<file path="src/rtl/clock_ctrl.sv">
// Tick prescaler, button debounce and time-set FSM for the BCD clock.
// CLOCK_CTRL_AUTOREPEAT_EN adds inc auto-repeat while held in SET states.
module clock_ctrl #(
  parameter int CLK_FREQ_HZ     = 1000,
  parameter int DEBOUNCE_CYCLES = 16
) (
  input  logic       clk_i,
  input  logic       rst_ni,
  input  logic       mode_btn_i,
  input  logic       inc_btn_i,
  input  logic [3:0] hours_high_i,
  input  logic [3:0] hours_low_i,
  input  logic [3:0] minutes_high_i,
  input  logic [3:0] minutes_low_i,
  output logic       tick_o,
  output logic       load_o,
  output logic [3:0] load_hours_high_o,
  output logic [3:0] load_hours_low_o,
  output logic [3:0] load_minutes_high_o,
  output logic [3:0] load_minutes_low_o,
  output logic [1:0] state_o,
  output logic       blink_o
);

  localparam int PW = $clog2(CLK_FREQ_HZ);
  localparam int BW = $clog2(CLK_FREQ_HZ / 2);
  localparam int DW = $clog2(DEBOUNCE_CYCLES + 1);

  typedef enum logic [1:0] {
    RUN         = 2'd0,
    SET_HOURS   = 2'd1,
    SET_MINUTES = 2'd2,
    COMMIT      = 2'd3
  } state_e;

  state_e state_q, state_d;

  logic [1:0]    raw, sync1, sync2, db, db_q, ev, armed;
  logic [DW-1:0] dcnt [2];
  logic          v1, v2;
  logic          rep, mode_ev, inc_ev, in_set, entering;

  logic [PW-1:0] presc;
  logic [BW-1:0] bcnt;
  logic          blink_q;

  logic [3:0] hh, hl, mh, ml;
  logic [3:0] hh_n, hl_n, mh_n, ml_n;

  assign raw = {inc_btn_i, mode_btn_i};

  // armed blocks a press that was already held when reset released
  always_ff @(posedge clk_i or negedge rst_ni) begin
    if (!rst_ni) begin
      sync1   <= '0;
      sync2   <= '0;
      db      <= '0;
      db_q    <= '0;
      ev      <= '0;
      armed   <= '0;
      v1      <= 1'b0;
      v2      <= 1'b0;
      dcnt[0] <= '0;
      dcnt[1] <= '0;
    end else begin
      sync1 <= raw;
      sync2 <= sync1;
      v1    <= 1'b1;
      v2    <= v1;
      db_q  <= db;
      ev    <= db & ~db_q & armed;
      armed <= armed | ({2{v2}} & ~sync2 & ~db);
      for (int b = 0; b < 2; b++) begin
        if (sync2[b] == db[b]) begin
          dcnt[b] <= '0;
        end else if (dcnt[b] == DW'(DEBOUNCE_CYCLES - 1)) begin
          db[b]   <= sync2[b];
          dcnt[b] <= '0;
        end else begin
          dcnt[b] <= dcnt[b] + DW'(1);
        end
      end
    end
  end

  assign in_set  = (state_q == SET_HOURS) || (state_q == SET_MINUTES);
  assign mode_ev = ev[0];
  assign inc_ev  = (ev[1] | rep) & ~ev[0];

`ifdef CLOCK_CTRL_AUTOREPEAT_EN
  logic [PW-1:0] rcnt;
  logic          rfirst;
  logic          rep_q;

  always_ff @(posedge clk_i or negedge rst_ni) begin
    if (!rst_ni) begin
      rcnt   <= '0;
      rfirst <= 1'b1;
      rep_q  <= 1'b0;
    end else begin
      rep_q <= 1'b0;
      if (ev[1]) begin
        rcnt   <= '0;
        rfirst <= 1'b1;
      end else if (db[1] && in_set) begin
        if (rcnt == (rfirst ? PW'(CLK_FREQ_HZ - 1)
                            : PW'(CLK_FREQ_HZ / 4 - 1))) begin
          rep_q  <= 1'b1;
          rcnt   <= '0;
          rfirst <= 1'b0;
        end else begin
          rcnt <= rcnt + PW'(1);
        end
      end else begin
        rcnt <= '0;
      end
    end
  end

  assign rep = rep_q;
`else
  assign rep = 1'b0;
`endif

  always_ff @(posedge clk_i or negedge rst_ni) begin
    if (!rst_ni) state_q <= RUN;
    else         state_q <= state_d;
  end

  always_comb begin
    state_d = state_q;
    unique case (state_q)
      RUN:         if (mode_ev) state_d = SET_HOURS;
      SET_HOURS:   if (mode_ev) state_d = SET_MINUTES;
      SET_MINUTES: if (mode_ev) state_d = COMMIT;
      COMMIT:      state_d = RUN;
      default:     state_d = RUN;
    endcase
  end

  always_comb begin
    tick_o  = (state_q == RUN) && (presc == PW'(CLK_FREQ_HZ - 1));
    load_o  = (state_q == COMMIT);
    state_o = state_q;
    blink_o = blink_q;
  end

  always_ff @(posedge clk_i or negedge rst_ni) begin
    if (!rst_ni) begin
      presc <= '0;
    end else if (state_q != RUN) begin
      presc <= '0;
    end else if (presc == PW'(CLK_FREQ_HZ - 1)) begin
      presc <= '0;
    end else begin
      presc <= presc + PW'(1);
    end
  end

  assign entering = (state_d != state_q) &&
                    ((state_d == SET_HOURS) || (state_d == SET_MINUTES));

  always_ff @(posedge clk_i or negedge rst_ni) begin
    if (!rst_ni) begin
      bcnt    <= '0;
      blink_q <= 1'b0;
    end else if (entering) begin
      bcnt    <= '0;
      blink_q <= 1'b1;
    end else if (in_set) begin
      if (bcnt == BW'(CLK_FREQ_HZ / 2 - 1)) begin
        bcnt    <= '0;
        blink_q <= ~blink_q;
      end else begin
        bcnt <= bcnt + BW'(1);
      end
    end else begin
      bcnt    <= '0;
      blink_q <= 1'b0;
    end
  end

  // invalid BCD or past the top value wraps straight to 00
  always_comb begin
    hh_n = hh;
    hl_n = hl;
    if (hh > 4'd2 || hl > 4'd9 || (hh == 4'd2 && hl >= 4'd3)) begin
      hh_n = 4'd0;
      hl_n = 4'd0;
    end else if (hl == 4'd9) begin
      hh_n = hh + 4'd1;
      hl_n = 4'd0;
    end else begin
      hl_n = hl + 4'd1;
    end
  end

  always_comb begin
    mh_n = mh;
    ml_n = ml;
    if (mh > 4'd5 || ml > 4'd9 || (mh == 4'd5 && ml == 4'd9)) begin
      mh_n = 4'd0;
      ml_n = 4'd0;
    end else if (ml == 4'd9) begin
      mh_n = mh + 4'd1;
      ml_n = 4'd0;
    end else begin
      ml_n = ml + 4'd1;
    end
  end

  always_ff @(posedge clk_i or negedge rst_ni) begin
    if (!rst_ni) begin
      hh <= '0;
      hl <= '0;
      mh <= '0;
      ml <= '0;
    end else if (state_q == RUN && mode_ev) begin
      hh <= hours_high_i;
      hl <= hours_low_i;
      mh <= minutes_high_i;
      ml <= minutes_low_i;
    end else if (state_q == SET_HOURS && inc_ev) begin
      hh <= hh_n;
      hl <= hl_n;
    end else if (state_q == SET_MINUTES && inc_ev) begin
      mh <= mh_n;
      ml <= ml_n;
    end
  end

  assign load_hours_high_o   = hh;
  assign load_hours_low_o    = hl;
  assign load_minutes_high_o = mh;
  assign load_minutes_low_o  = ml;

endmodule
</file>
<file path="config.mk">
export PLATFORM = sky130hd
export DESIGN_NAME = clock_ctrl
export DESIGN_NICKNAME = d
export VERILOG_FILES = /design/src/rtl/clock_ctrl.sv
export SDC_FILE = /design/constraint.sdc
export NUM_CORES = 1
export LEC_CHECK = 0
export CAP_MARGIN = 20
export CORE_MARGIN = 1
export CORE_UTILIZATION = 57
export CTS_BUF_LIST = sky130_fd_sc_hd__clkbuf_8
export DETAILED_ROUTE_END_ITERATION = 7
export PLACE_DENSITY = 0.79
export REMOVE_ABC_BUFFERS = 1
export SLEW_MARGIN = 20
export SYNTH_ARGS = -nofsm -noshare
export SYNTH_HDL_FRONTEND = slang
export SYNTH_SLANG_ARGS = --single-unit
</file>
<file path="constraint.sdc">
create_clock -name clk_i -period 6.4 [get_ports clk_i]
set_input_delay 0.64 -clock clk_i [delete_from_list [all_inputs] [get_ports clk_i]]
set_output_delay 0.64 -clock clk_i [all_outputs]
set_load 0.01 [all_outputs]
</file>
==> flow_summary.yaml, run 1 <==
status:
  status: "complete, no violations"
logic_synthesis:
  syn_area_sq_um: 3020
  synth_top_cell_area_share_pct: 51.4
  yosys-top-cells-count: "62 x dfrtp_1, 39 x nor2_1, 25 x nand2_1"
  synth-edff-count: 0
  synth_top_cell_by_area: "dfrtp_1"
  synth.area.top_cells: "dfrtp_1 51%, ha_1 6.2%, nor2_1 4.8%"
  async_flop_share_pct: 100
  synth.avg_cell_area_sq_um: 10.2
  synth-xor-area-share_pct: 6.96
  synth_most_common_cell: "dfrtp_1"
  ys_ff_latch: 62
  ys_warn_count: 0
  netlist_instances: 296
  synth_top_family_by_area: "simple AND/OR/NAND/NOR gates"
  synth_fa_ha_area_share_pct: 6.21
  synth_simple_gate_area_share_pct: 19.3
  ys.flop_type: "dfrtp_1"
  synth_mux_area_share_pct: 2.07
  ys_types: 48
  ys_seq_area_share_pct: 51.4
  synth-compound-area-share_pct: 12.1
setup_path:
  path_class: "reg2out"
  cp_data_arrival_time_ns: 2.00
  cp_data_required_time_ns: 5.76
  startpoint_type: "flop"
  reg2reg_slack_ns: 4.03
  endpoint_kind: "primary output"
  cp_max_fo: 7
power:
  p_leak_nw: 1.68
  power_mw: 0.922
  p_per_area_nw_per_um2: 248
  ir_worst_vdd_mv: 0.254
clocking:
  h-tree-depth: 3
  cts_root_buffer: "clkbuf_8"
  clock-sinks: 62
  holdBufCountCts: 0
  clk_path_buf_depth: 2
  post_cts_buffers: 0
  clkTransAtPathRegs_ns: 0.07
  cts_tree: "yes"
  cts_buffers: 9
  cts-resized-gates: 0
  worst_skew_pair.late_latency_ns: 0.34
global_route:
  grt_pass1_vias: 2113
  grt_max_degree: 63
  antenna_found_initial: 0
  grt_pass1_wl_microns: 9240
  grt_use_total_pct: 22.1
  grt-ovfl-total: 0
timing:
  max_freq_ghz: 0.379
  fin_crit_ns: 2.64
  drv_slew: 0
  finalClockSkew_ns: 0.0107
  timing.final.crit_share_pct: 41.2
  tns_ns: 0
  grt_setup_unrepaired: "false"
  worst_pin_slew_ns: 0.749
  slew_headroom_pct: 50.0
  setup_viol_count_final: 0
  hold_viol_final: 0
floorplan:
  coreArea_sq_um: 5110
  die_w_microns: 74.8
  io_pins: 41
  start_util_pct: 59.1
  dieArea_sq_um: 5590
  rows: 26
  die_h_microns: 74.8
cells_and_area:
  layout.nets: 380
  syn_to_final_growth_pct: 23.2
  diodes: 0
  drive_gt1_share_pct: 7.43
  n_fill_cell: 376
routing:
  wl_per_cell_microns: 13.6
  drc: 0
  wl_microns: 5720
  routed_via_density: 5.41
  final_antenna_net_count: 0
  via_count: 2273
  first_iter_violations: 99
  drtPass1Iterations: 4
placement:
  place_congestion: 0.838
  port_buffers: 40
  dp_hpwl_microns: 4000
hold_path:
  hp-class: "reg2reg"
flow_run:
  maxCapViolCount: 0
cell families after synthesis:
logic type | count (synthesis)
AO/OA/AOI/OAI | 56
XOR/XNOR | 24
adder cells (fa/ha/maj) | 15
buffers and inverters | 15
flip-flops | 62
multiplexers | 5
other | 1
AND/OR/NAND/NOR | 118
cells in the final DEF, fill, tap and decap left out, types with 4 or more instances in the layout:
| cell type | n |
|---|---|
| nand2_1 | 25 |
| nor3_1 | 4 |
| ha_1 | 15 |
| nor3b_1 | 5 |
| o21ai_1 | 20 |
| a22oi_1 | 5 |
| xor2_1 | 15 |
| a21oi_1 | 11 |
| nand3_1 | 15 |
| nand4_1 | 4 |
| xnor2_1 | 9 |
| clkdlybuf4s50_1 | 39 |
| dfrtp_1 | 62 |
| and3_1 | 8 |
| and2_1 | 5 |
| inv_1 | 13 |
| clkbuf_8 | 10 |
| nor2_1 | 39 |
per-stage QoR:
step                      hold WS [ns]  area, sq um  setup WS [ns]  utilization, %  std cells
after floorplan                  0.331         3010           4.17               -        293
after global placement           0.331         3500           4.13            68.5        404
after detailed placement         0.340         3500           4.06            68.5        404
after CTS                        0.356         3720           3.76            72.9        420
after global routing             0.360         3720           3.59            72.9        420
final                            0.353         3720           3.76            72.9        420
worst max-delay path: stages, from the launching register on:
cell and delay [ns]:
dfrtp_1 0.46, inv_1 0.18, ha_1 0.26, inv_1 0.09
nor2_1 0.13, clkdlybuf4s50_1 0.54
area by class of cell:
| class | instances | area, sq um | area share [%] |
|---|---|---|---|
| clock inverter | 6 | 86.3 | 2.32 |
| multi-input combinational | 219 | 1410 | 37.9 |
| timing repair buffer | 41 | 403 | 10.8 |
| tap | 70 | 87.6 | 2.35 |
| inverter | 12 | 45.0 | 1.21 |
| sequential | 62 | 1550 | 41.7 |
| clock buffer | 10 | 138 | 3.70 |
state kept, by name, summed over array words and instances (netlist names):
| register | count |
|---|---|
| load_hours_low_o | 4 |
| bcnt | 9 |
| state_o | 2 |
| armed | 2 |
| v2 | 1 |
| sync1 | 2 |
| presc | 10 |
| load_minutes_low_o | 4 |
| load_minutes_high_o | 4 |
| db_q | 2 |
| load_hours_high_o | 4 |
| ev | 2 |
| db | 2 |
| blink_o | 1 |
| sync2 | 2 |
| v1 | 1 |
| dcnt | 10 |
per-layer routing:
layer  vias up  part of all wire [%]  routed length [microns]  GRT usage (%)
met4         0                   1.3                       74           9.43
li1       1124                     -                        -              -
met3         7                   3.0                      169           4.42
met5         -                     0                        0              0
met1      1105                    45                     2550           27.5
met2        37                    51                     2920           37.6
report_power, final:
group          internal, mW  switching, mW
logic                0.0476         0.0416
registers             0.421         0.0302
clock network         0.229          0.153
path summary, 6_finish.rpt:
path                            startpoint                endpoint  depth (start not counted)
worst min register to register    sync1[0]                sync2[0]                          0
worst max register to register  state_o[1]    load_hours_high_o[1]                          7
min in group asynchronous           rst_ni    load_hours_high_o[3]                          2
max in group asynchronous           rst_ni  load_minutes_high_o[1]                          2
worst max-delay path            state_o[1]                  tick_o                          5
worst min-delay path              sync1[0]                sync2[0]                          0
Note: power is estimated with default switching activity, not from simulation.
==> inputs of run 2 (changes only) <==
==> constraint.sdc (replaced) <==
create_clock -name clk_i -period 2.58 [get_ports clk_i]
set_input_delay 0.258 -clock clk_i [delete_from_list [all_inputs] [get_ports clk_i]]
set_output_delay 0.258 -clock clk_i [all_outputs]
set_load 0.01 [all_outputs]
==> run 2 against run 1 <==
First-iteration DRC count rose by 68%; worst hold slack got worse by 0.28 ns; via count fell by 0.75%.
==> flow_summary.yaml, run 2 (same netlist as run 1, synthesis figures left out) <==
floorplan:
  dieArea_sq_um: 5590
  die_h_microns: 74.8
  start_util_pct: 59.1
  coreArea_sq_um: 5110
  rows: 26
  io_pins: 41
  die_w_microns: 74.8
cells_and_area:
  diodes: 0
  multi_input_area_sq_um: 1410
  mostFrequentLayoutCell: "dfrtp_1"
  final_cell_mix: "62 x dfrtp_1, 39 x nor2_1, 39 x clkdlybuf4s50_1"
  register_area_sq_um: 1550
  top_regs: "dcnt x10, presc x10, bcnt x9"
  layout.nets: 382
  drive_gt1_share_pct: 7.98
  syn_to_final_growth_pct: 23.7
  n_fill_cell: 389
routing:
  via_count: 2256
  routed_via_density: 5.36
  final_antenna_net_count: 0
  wl_per_cell_microns: 13.9
  drc: 0
  drtPass1Iterations: 4
  first_iter_violations: 166
  wl_microns: 5870
timing:
  finalClockSkew_ns: 0.00822
  tns_ns: 0
  hold_viol_final: 0
  timing.final.crit_share_pct: 88.4
  setup_viol_count_final: 0
  max_freq_ghz: 0.438
  worst_pin_slew_ns: 0.766
  slew_headroom_pct: 48.9
  fin_crit_ns: 2.28
  drv_slew: 0
  grt_setup_unrepaired: "false"
clocking:
  clk_path_buf_depth: 2
  worst_skew_pair.late_latency_ns: 0.33
  cts_root_buffer: "clkbuf_8"
  cts-resized-gates: 0
  clkTransAtPathRegs_ns: 0.07
  cts_tree: "yes"
  h-tree-depth: 3
  post_cts_buffers: 0
  clock-sinks: 62
  holdBufCountCts: 0
  cts_buffers: 9
global_route:
  grt_pass1_wl_microns: 9830
  busiest_layer: "met2"
  grt_pass1_vias: 2191
  met3_usage_pct: 7.23
  met2_usage_pct: 38.0
  grt-ovfl-total: 0
  antenna_found_initial: 0
  use_met1_pct: 30.6
  grt_use_total_pct: 24.0
  grt_max_degree: 63
setup_path:
  endpoint_kind: "flop"
  cp_max_fo: 8
  cp_data_required_time_ns: 2.80
  startpoint_type: "flop"
  path_class: "reg2reg"
  cp_data_arrival_time_ns: 2.50
hold_path:
  hp-class: "in2async"
placement:
  dp_hpwl_microns: 4000
  port_buffers: 40
  place_congestion: 0.905
power:
  power_mw: 2.29
  p_per_area_nw_per_um2: 614
  ir_worst_vdd_mv: 0.570
  p_leak_nw: 1.69
status:
  status: "complete, no violations"
flow_run:
  maxCapViolCount: 0
-- run 2: cell count changes in the layout (fill, tap and decap cells not counted) --
cell and delta:
clkinv_4 -2, clkbuf_8 +1, buf_4 +2, clkinv_2 +1
inv_1 -1
-- run 2: metrics by stage --
stage / hold slack [ns] / area [sq um] / utilization, % / std cells / setup slack (ns)
floorplan: -0.0376 / 3010 / - / 293 / 0.353
global placement: 0.333 / 3510 / 68.8 / 406 / 0.402
detailed placement: 0.338 / 3510 / 68.8 / 406 / 0.337
CTS: 0.103 / 3730 / 73.1 / 421 / 0.304
global route: 0.147 / 3730 / 73.1 / 421 / 0.132
finish: 0.0703 / 3730 / 73.1 / 421 / 0.298
-- run 2: per-layer routing --
| layer | vias to the layer above | routed length, microns |
|---|---|---|
| met4 | 0 | 90 |
| li1 | 1121 | - |
| met2 | 44 | 2870 |
| met5 | - | 0 |
| met3 | 8 | 191 |
| met1 | 1083 | 2720 |
-- run 2: area by class of cell --
type                    instances  share of cell area (%)
clock buffers                  11                    4.05
clock inverters                 4                    1.88
inverters                      12                    1.21
multi-input cells             219                    37.8
flip-flops and latches         62                    41.5
well taps                      70                    2.35
repair buffers                 43                    11.2
-- run 2: path summary, 6_finish.rpt --
check,slack (ns),startpoint,end,depth (start not counted)
setup / recovery,0.30,state_o[0],load_hours_high_o[1],7
hold / removal,0.07,rst_ni,load_hours_high_o[3],2
setup reg to reg,0.30,state_o[0],load_hours_high_o[1],7
hold reg to reg,0.35,v1,v2,0
max in group asynchronous,1.99,rst_ni,dcnt[8],2
min in group clk_i,0.35,v1,v2,0
-- run 2: worst max-delay path, cell delays in order (launching register included) --
cell and delay, ns:
dfrtp_1 0.47, inv_1 0.15, ha_1 0.28, and2_4 0.19, a2111oi_4 0.39, nand2_2 0.12, o21a_2 0.28, mux2_4 0.30
-- run 2: report_power, final --
group / total (mW) / internal [mW] / switching (mW) / leakage, nW
logic: 0.222 / 0.119 / 0.103 / 0.824
clock network: 0.950 / 0.588 / 0.362 / 0.115
registers: 1.12 / 1.04 / 0.0759 / 0.754
